**config.mk**
```make
export PLATFORM = sky130hd
export DESIGN_NAME = rcn2avalon
export DESIGN_NICKNAME = d
export VERILOG_FILES = /design/src/rtl/rcn2avalon.sv
export SDC_FILE = /design/constraint.sdc
export NUM_CORES = 1
export LEC_CHECK = 0
export BUFFER_PORTS_ARGS = -buffer_cell sky130_fd_sc_hd__clkbuf_2
export CORE_ASPECT_RATIO = 2
export CORE_MARGIN = 3
export CORE_UTILIZATION = 50
export DETAILED_ROUTE_END_ITERATION = 7
export PLACE_DENSITY = 0.76
export SLEW_MARGIN = 10
export SYNTH_ARGS = -nofsm -noshare
export SYNTH_HDL_FRONTEND = slang
export SYNTH_SLANG_ARGS = --single-unit
```
**constraint.sdc**
```tcl
create_clock -name av_clk -period 2.6 [get_ports av_clk]
set_clock_uncertainty 0.2 [all_clocks]
set_input_delay 0 -clock av_clk [delete_from_list [all_inputs] [get_ports av_clk]]
set_output_delay 0 -clock av_clk [all_outputs]
set_load 0.01 [all_outputs]
```
**src/rtl/rcn2avalon.sv**
```systemverilog
// -----------------------------------------------------------------------------
// rcn2avalon
//   rcn ring slave that bridges claimed requests onto an Avalon-MM master port.
//   A request whose address falls in the ADDR_BASE/ADDR_MASK window is removed
//   from the ring and becomes a single Avalon read or write. The matching
//   response is then put back on the ring in the first empty slot. Only one
//   request is handled at a time. Hits that arrive while busy stay on the ring
//   and are serviced when they come round again.
//
//   rcn vector: {valid[68], pending[67], wr[66], id[65:60], mask[59:56],
//                addr[55:34], seq[33:32], data[31:0]}
//
// Ports
//   av_clk            in   clock
//   av_rst_n          in   synchronous active-low reset
//   rcn_in     [68:0] in   ring input
//   rcn_out    [68:0] out  ring output (registered)
//   av_address [21:0] out  Avalon word address (captured request address)
//   av_read           out  Avalon read strobe
//   av_write          out  Avalon write strobe
//   av_byteenable[3:0] out Avalon byte enables (captured request mask)
//   av_writedata[31:0] out Avalon write data (captured request data)
//   av_waitrequest    in   slave stall
//   av_readdata [31:0] in  read data
//   av_readdatavalid  in   read data strobe
//   busy              out  high whenever a request is in flight
//
// Build option
//   RCN2AV_TIMEOUT_EN  when defined, a read that sees no av_readdatavalid for
//                      TIMEOUT_CYCLES cycles completes with data 32'hDEAD_DEAD.
//                      When undefined the bridge waits for read data forever.
// -----------------------------------------------------------------------------
module rcn2avalon #(
   parameter logic [21:0] ADDR_BASE = 22'h000000,
   parameter logic [21:0] ADDR_MASK = 22'h3F0000
`ifdef RCN2AV_TIMEOUT_EN
   ,
   parameter logic [15:0] TIMEOUT_CYCLES = 16'd1024
`endif
) (
   input  logic        av_clk,
   input  logic        av_rst_n,
   input  logic [68:0] rcn_in,
   output logic [68:0] rcn_out,
   output logic [21:0] av_address,
   output logic        av_read,
   output logic        av_write,
   output logic [3:0]  av_byteenable,
   output logic [31:0] av_writedata,
   input  logic        av_waitrequest,
   input  logic [31:0] av_readdata,
   input  logic        av_readdatavalid,
   output logic        busy
);

   typedef enum logic [1:0] {
      ST_IDLE,
      ST_CMD,
      ST_RDWAIT,
      ST_RESP
   } state_t;

   state_t      state;
   logic [68:0] rin;
   logic [68:0] rout;

   // Captured request fields not already held in the Avalon output registers.
   logic        req_wr;
   logic [5:0]  req_id;
   logic [1:0]  req_seq;
   logic [31:0] rdata;

   logic        hit;

`ifdef RCN2AV_TIMEOUT_EN
   logic [15:0] to_cnt;
`endif

   // A slot is ours only if it is a live request (valid and pending) inside
   // the address window; responses and empty slots never match.
   assign hit = rin[68] && rin[67] &&
                ((rin[55:34] & ADDR_MASK) == ADDR_BASE);

   assign rcn_out = rout;

   // NOTE: every register here is updated with non-blocking assignments so
   // that all of them see the pre-edge values of rin and state at once; a
   // blocking write would let later statements observe the new value.
   always_ff @(posedge av_clk) begin
      if (!av_rst_n) begin
         state         <= ST_IDLE;
         rin           <= '0;
         rout          <= '0;
         av_address    <= '0;
         av_read       <= 1'b0;
         av_write      <= 1'b0;
         av_byteenable <= '0;
         av_writedata  <= '0;
         busy          <= 1'b0;
         req_wr        <= 1'b0;
         req_id        <= '0;
         req_seq       <= '0;
         rdata         <= '0;
`ifdef RCN2AV_TIMEOUT_EN
         to_cnt        <= '0;
`endif
      end else begin
         rin <= rcn_in;

         case (state)
            ST_IDLE: begin
               if (hit) begin
                  // Claim the request: take it off the ring and start the
                  // Avalon command on the next cycle.
                  req_wr        <= rin[66];
                  req_id        <= rin[65:60];
                  av_byteenable <= rin[59:56];
                  av_address    <= rin[55:34];
                  req_seq       <= rin[33:32];
                  av_writedata  <= rin[31:0];
                  av_write      <= rin[66];
                  av_read       <= ~rin[66];
                  rout          <= '0;
                  busy          <= 1'b1;
                  state         <= ST_CMD;
               end else begin
                  rout <= rin;
               end
            end

            ST_CMD: begin
               rout <= rin;
               if (!av_waitrequest) begin
                  av_read  <= 1'b0;
                  av_write <= 1'b0;
                  if (req_wr) begin
                     // A write echoes its own data in the response.
                     rdata <= av_writedata;
                     state <= ST_RESP;
                  end else begin
`ifdef RCN2AV_TIMEOUT_EN
                     to_cnt <= '0;
`endif
                     state <= ST_RDWAIT;
                  end
               end
            end

            ST_RDWAIT: begin
               rout <= rin;
               if (av_readdatavalid) begin
                  rdata <= av_readdata;
                  state <= ST_RESP;
               end
`ifdef RCN2AV_TIMEOUT_EN
               else begin
                  to_cnt <= to_cnt + 16'd1;
                  if (to_cnt + 16'd1 == TIMEOUT_CYCLES) begin
                     rdata <= 32'hDEAD_DEAD;
                     state <= ST_RESP;
                  end
               end
`endif
            end

            ST_RESP: begin
               if (!rin[68]) begin
                  // Empty slot: drop the response in and become free again.
                  rout  <= {1'b1, 1'b0, req_wr, req_id, av_byteenable,
                            av_address, req_seq, rdata};
                  busy  <= 1'b0;
                  state <= ST_IDLE;
               end else begin
                  rout <= rin;
               end
            end

            default: begin
               rout  <= rin;
               busy  <= 1'b0;
               state <= ST_IDLE;
            end
         endcase
      end
   end

endmodule

```
==> results.txt <==
- In this run the power density over the cells is 715.9 nW/µm².
- At the pin with the least slew margin, the transition time is 0.5117 ns.
* Maximum buffer depth of the clock tree: 3
* Die Y: 193.7 µm
- Of the total synthesized cell area, the portion taken by full adders, half adders and majority gates is 0.7106%.
- Ports: 235
- During placement, the flow inserted port buffers numbering 234.
- Total iterations of the first detailed-routing run: 5
* Largest family of logic cells by synthesized area: simple AND/OR/NAND/NOR gates
- Antenna diode instance count: 0
- Synth Warn #: 0
- TritonCTS built the clock tree.
- The number of max-slew violations in the final report was 0.
- For this block, the via count after detailed routing is 8069.
- Post-synthesis simple-gate area fraction: 19.43%
* CP Launch Type: register
* Pin count of the biggest net entering global routing: 65
- Counting every net in the synthesized netlist gives 1022.
* Depth of the CTS H-tree: 1
- Setup violations remaining at the end of the flow were counted as 0.
* Gr usage total: 26.95%
- The final critical path takes up 86.54% of the cycle.
- Once the clock tree was built, the resizer swapped 0 gates to a different size.
* Required time of the critical path: 2.82 ns
- Share of final-layout standard cells stronger than drive strength 1: 25.71%
- The routed design could run at a clock period as short as 2.250 ns.
- The final hold violation count is 0.
- At the worst endpoint, the arrival time is 2.47 ns.
* Cell-by-cell listing of the critical path: inv_1 -> ha_1 -> mux2i_1 -> a211oi_4 -> buf_12 -> nor2_1 -> a211oi_2
- Summing the areas of all compound-gate instances in the mapped netlist gives 17.15% of the synthesized area.
* Drt total wl: 26250 µm
* Antenna violations before repair: 0
- Number of register bits inferred by synthesis: 242
- After clock tree synthesis, the clock-pin slew on the worst setup and hold paths is 0.07 ns.
* Effective utilization at floorplan: 50.97%
- Number of global-route vias before repair: 8481
* Core Footprint: 17270 µm²
* Remaining design rule violation count: 0
- Floorplan die area: 19330 µm²
- The critical path in this run is classified as reg2reg.
* Maximum fanout along the worst path: 64
- Worst slew slack as a fraction of its limit: 65.89%
- Based on the critical path, the design can be clocked at up to 444.4 MHz.
* Buffers and inverters on the worst path: 2
- Maximum cell stage delay along the critical path: 0.41 ns
- Sinks on Clock Net: 242
- Kind of capture point of the worst setup path: register
- Setup repair after global routing left no endpoint under its margin.
- After synthesis the cells add up to 8803 µm².
- Across the VDD grid, the largest voltage drop is 567.0 µV.
- Using the TritonRoute via totals, the vias-per-cell ratio works out to 5.430.
- The floorplan step set the die width to 99.83 µm.
- Sequential elements use 55.03% of the synthesized area.
* DRT antenna net count: 0
* Final-layout setup total negative slack: 0 ns
- Most used flip-flop cell after synthesis: sky130_fd_sc_hd__dfxtp_1
- Number of buffers inserted during clock tree synthesis: 21
- After detailed routing, the average wire length per cell comes to 17.66 µm.
- The run finished with clean final reports.
- For the worst-skew pair, the clock arrives at the later sink with an insertion delay of 0.50 ns.
* Final net count: 1371
* Leakage: 0.005158 µW
* Std-Cell Rows: 68
* Post-layout total power: 8806 µW
- XOR/XNOR Fraction of Synth Area: 0%
* Max cap viols: 0
* Grt ovf: 0
- Once detailed placement completed, the half-perimeter wirelength came to 15670 µm.
- In the synthesized netlist the async set-or-reset flop fraction comes to 0%.
* Distinct cells, synth: 36
- The root buffer cell chosen for the clock tree is sky130_fd_sc_hd__clkbuf_16.
* Violation count after the first detailed-route iteration: 336
- Routability-driven placement finished with a final weighted congestion of 0.8310.
* Number of enable flip-flop cells after synthesis: 0
- Hold Crit Class: in2reg
- Area added between synthesis and finish: 39.72%
- The filler cells instantiated in the layout total 1261.
* Syn Area/Cell: 9.653 µm²
* First-pass GRT wire length: 42260 µm
* Fraction of synthesized area in multiplexers: 3.866%
- Post-CTS setup buffer count: 0
- The cell count after synthesis came out at 912.
* Critical path's slowest cell: sky130_fd_sc_hd__dfxtp_1
* Category of cells accounting for the largest share of critical-path delay: compound AO/OA/AOI/OAI gates
[report_power, final]
part	total (µW)	switching, µW	internal, µW
sequential	4050	124	3930
combinational	1740	983	761
clock	3010	1370	1640
total	8810	2480	6330
[cell families after synthesis]
group           after synthesis
compound gates              195
fa+ha+maj                     5
mux                          34
simple gates                362
flops                       242
buf+inv                      74
[worst register-to-register path: stages (launching register included)]
cell,delay [ns]
sky130_fd_sc_hd__dfxtp_1,0.41
sky130_fd_sc_hd__inv_1,0.11
sky130_fd_sc_hd__ha_1,0.32
sky130_fd_sc_hd__mux2i_1,0.20
sky130_fd_sc_hd__a211oi_4,0.22
sky130_fd_sc_hd__buf_12,0.33
sky130_fd_sc_hd__nor2_1,0.15
sky130_fd_sc_hd__a211oi_2,0.23
[flip-flops by register name, indices dropped and copies added (netlist names), 2 cells and up]
| name | cells |
|---|---|
| av_address | 22 |
| av_byteenable | 4 |
| av_writedata | 32 |
| rcn_out | 69 |
| rdata | 32 |
| req_id | 6 |
| req_seq | 2 |
| rin | 69 |
| state | 2 |
[cells in the mapped netlist, types with 2 or more instances]
master	number	area share, %
sky130_fd_sc_hd__mux2i_1	34	3.9
sky130_fd_sc_hd__nand2b_1	45	3.2
sky130_fd_sc_hd__buf_6	3	0.38
sky130_fd_sc_hd__o21ai_0	6	0.34
sky130_fd_sc_hd__a21oi_1	65	3.7
sky130_fd_sc_hd__a211oi_1	5	0.43
sky130_fd_sc_hd__and3_1	6	0.43
sky130_fd_sc_hd__buf_4	3	0.26
sky130_fd_sc_hd__dfxtp_1	242	55
sky130_fd_sc_hd__a21o_1	18	1.5
sky130_fd_sc_hd__buf_2	19	1.1
sky130_fd_sc_hd__inv_1	3	0.13
sky130_fd_sc_hd__and2_1	69	4.9
sky130_fd_sc_hd__nor2_1	104	4.4
sky130_fd_sc_hd__nand3_1	2	0.11
sky130_fd_sc_hd__ha_1	5	0.71
sky130_fd_sc_hd__a22oi_1	23	2.0
sky130_fd_sc_hd__a211oi_2	28	4.0
sky130_fd_sc_hd__clkbuf_1	46	2.0
sky130_fd_sc_hd__nand2_1	128	5.5
sky130_fd_sc_hd__a32oi_1	43	4.3
[worst paths after layout]
check                         from                            end  slack, ns  cells after the start
min reg2reg     rin[30]$_SDFF_PN0_  av_writedata[30]$_SDFFE_PN0P_       0.26                      2
max reg2reg  state[1]$_SDFFE_PN0P_         rdata[24]$_SDFFE_PN0P_       0.35                      7
max          state[1]$_SDFFE_PN0P_         rdata[24]$_SDFFE_PN0P_       0.35                      7
min               av_readdatavalid          state[0]$_SDFFE_PN0P_       0.02                      5
[area by class of cell]
cell class                      instances  area, µm²  area share, %
Sequential cell                       242       4845          39.39
Timing Repair Buffer                  397       2880          23.42
Inverter                                3      13.76         0.1119
Tap cell                              210      262.8          2.136
Multi-Input combinational cell        596       3641          29.60
Clock buffer                           27      558.0          4.537
Clock inverter                         11      100.1         0.8138
[per-layer routing]
layer | part of all wire (%) | routed length, µm | global-route usage [%]
met5 | 0 | 0 | 0
met4 | 6.6 | 1745 | 16.97
met3 | 5.7 | 1496 | 3.781
met2 | 53 | 13970 | 49.17
met1 | 34 | 9036 | 27.99
[placed cells by master (no fill, tap or decap), types with 3 or more instances in the layout]
master and count:
sky130_fd_sc_hd__a22oi_1 23, sky130_fd_sc_hd__clkbuf_1 5, sky130_fd_sc_hd__a21oi_1 65, sky130_fd_sc_hd__ha_1 3, sky130_fd_sc_hd__and2_1 69, sky130_fd_sc_hd__clkinv_2 4
sky130_fd_sc_hd__nor2_1 103, sky130_fd_sc_hd__buf_4 9, sky130_fd_sc_hd__nand2_1 127, sky130_fd_sc_hd__mux2i_1 34, sky130_fd_sc_hd__a211oi_1 5, sky130_fd_sc_hd__clkbuf_2 234
sky130_fd_sc_hd__nand2b_1 45, sky130_fd_sc_hd__dlygate4sd3_1 144, sky130_fd_sc_hd__a32oi_1 43, sky130_fd_sc_hd__a211oi_2 28, sky130_fd_sc_hd__and3_1 6, sky130_fd_sc_hd__buf_12 10
sky130_fd_sc_hd__clkbuf_16 21, sky130_fd_sc_hd__o21ai_0 6, sky130_fd_sc_hd__a21o_1 18, sky130_fd_sc_hd__dfxtp_1 242
[repair_timing]
item                                   CTS  global route
setup endpoints to repair                0             0
endpoints found under the hold margin  141             0
hold buffers                           144             0
[stage by stage]
step,worst slack [ns],util [%],hold slack [ns],cells,cell area (µm²)
final,0.3499,71.22,0.02489,1486,12300
after global routing,0.1757,71.22,0.06505,1486,12300
after CTS,0.4013,71.22,0.006903,1486,12300
after detailed placement,0.4312,59.06,0.009181,1304,10200
after global placement,0.5392,59.06,0.007460,1304,10200
after floorplan,0.5738,-,-0.07271,912,8803
(Power assumes the default switching activity.)
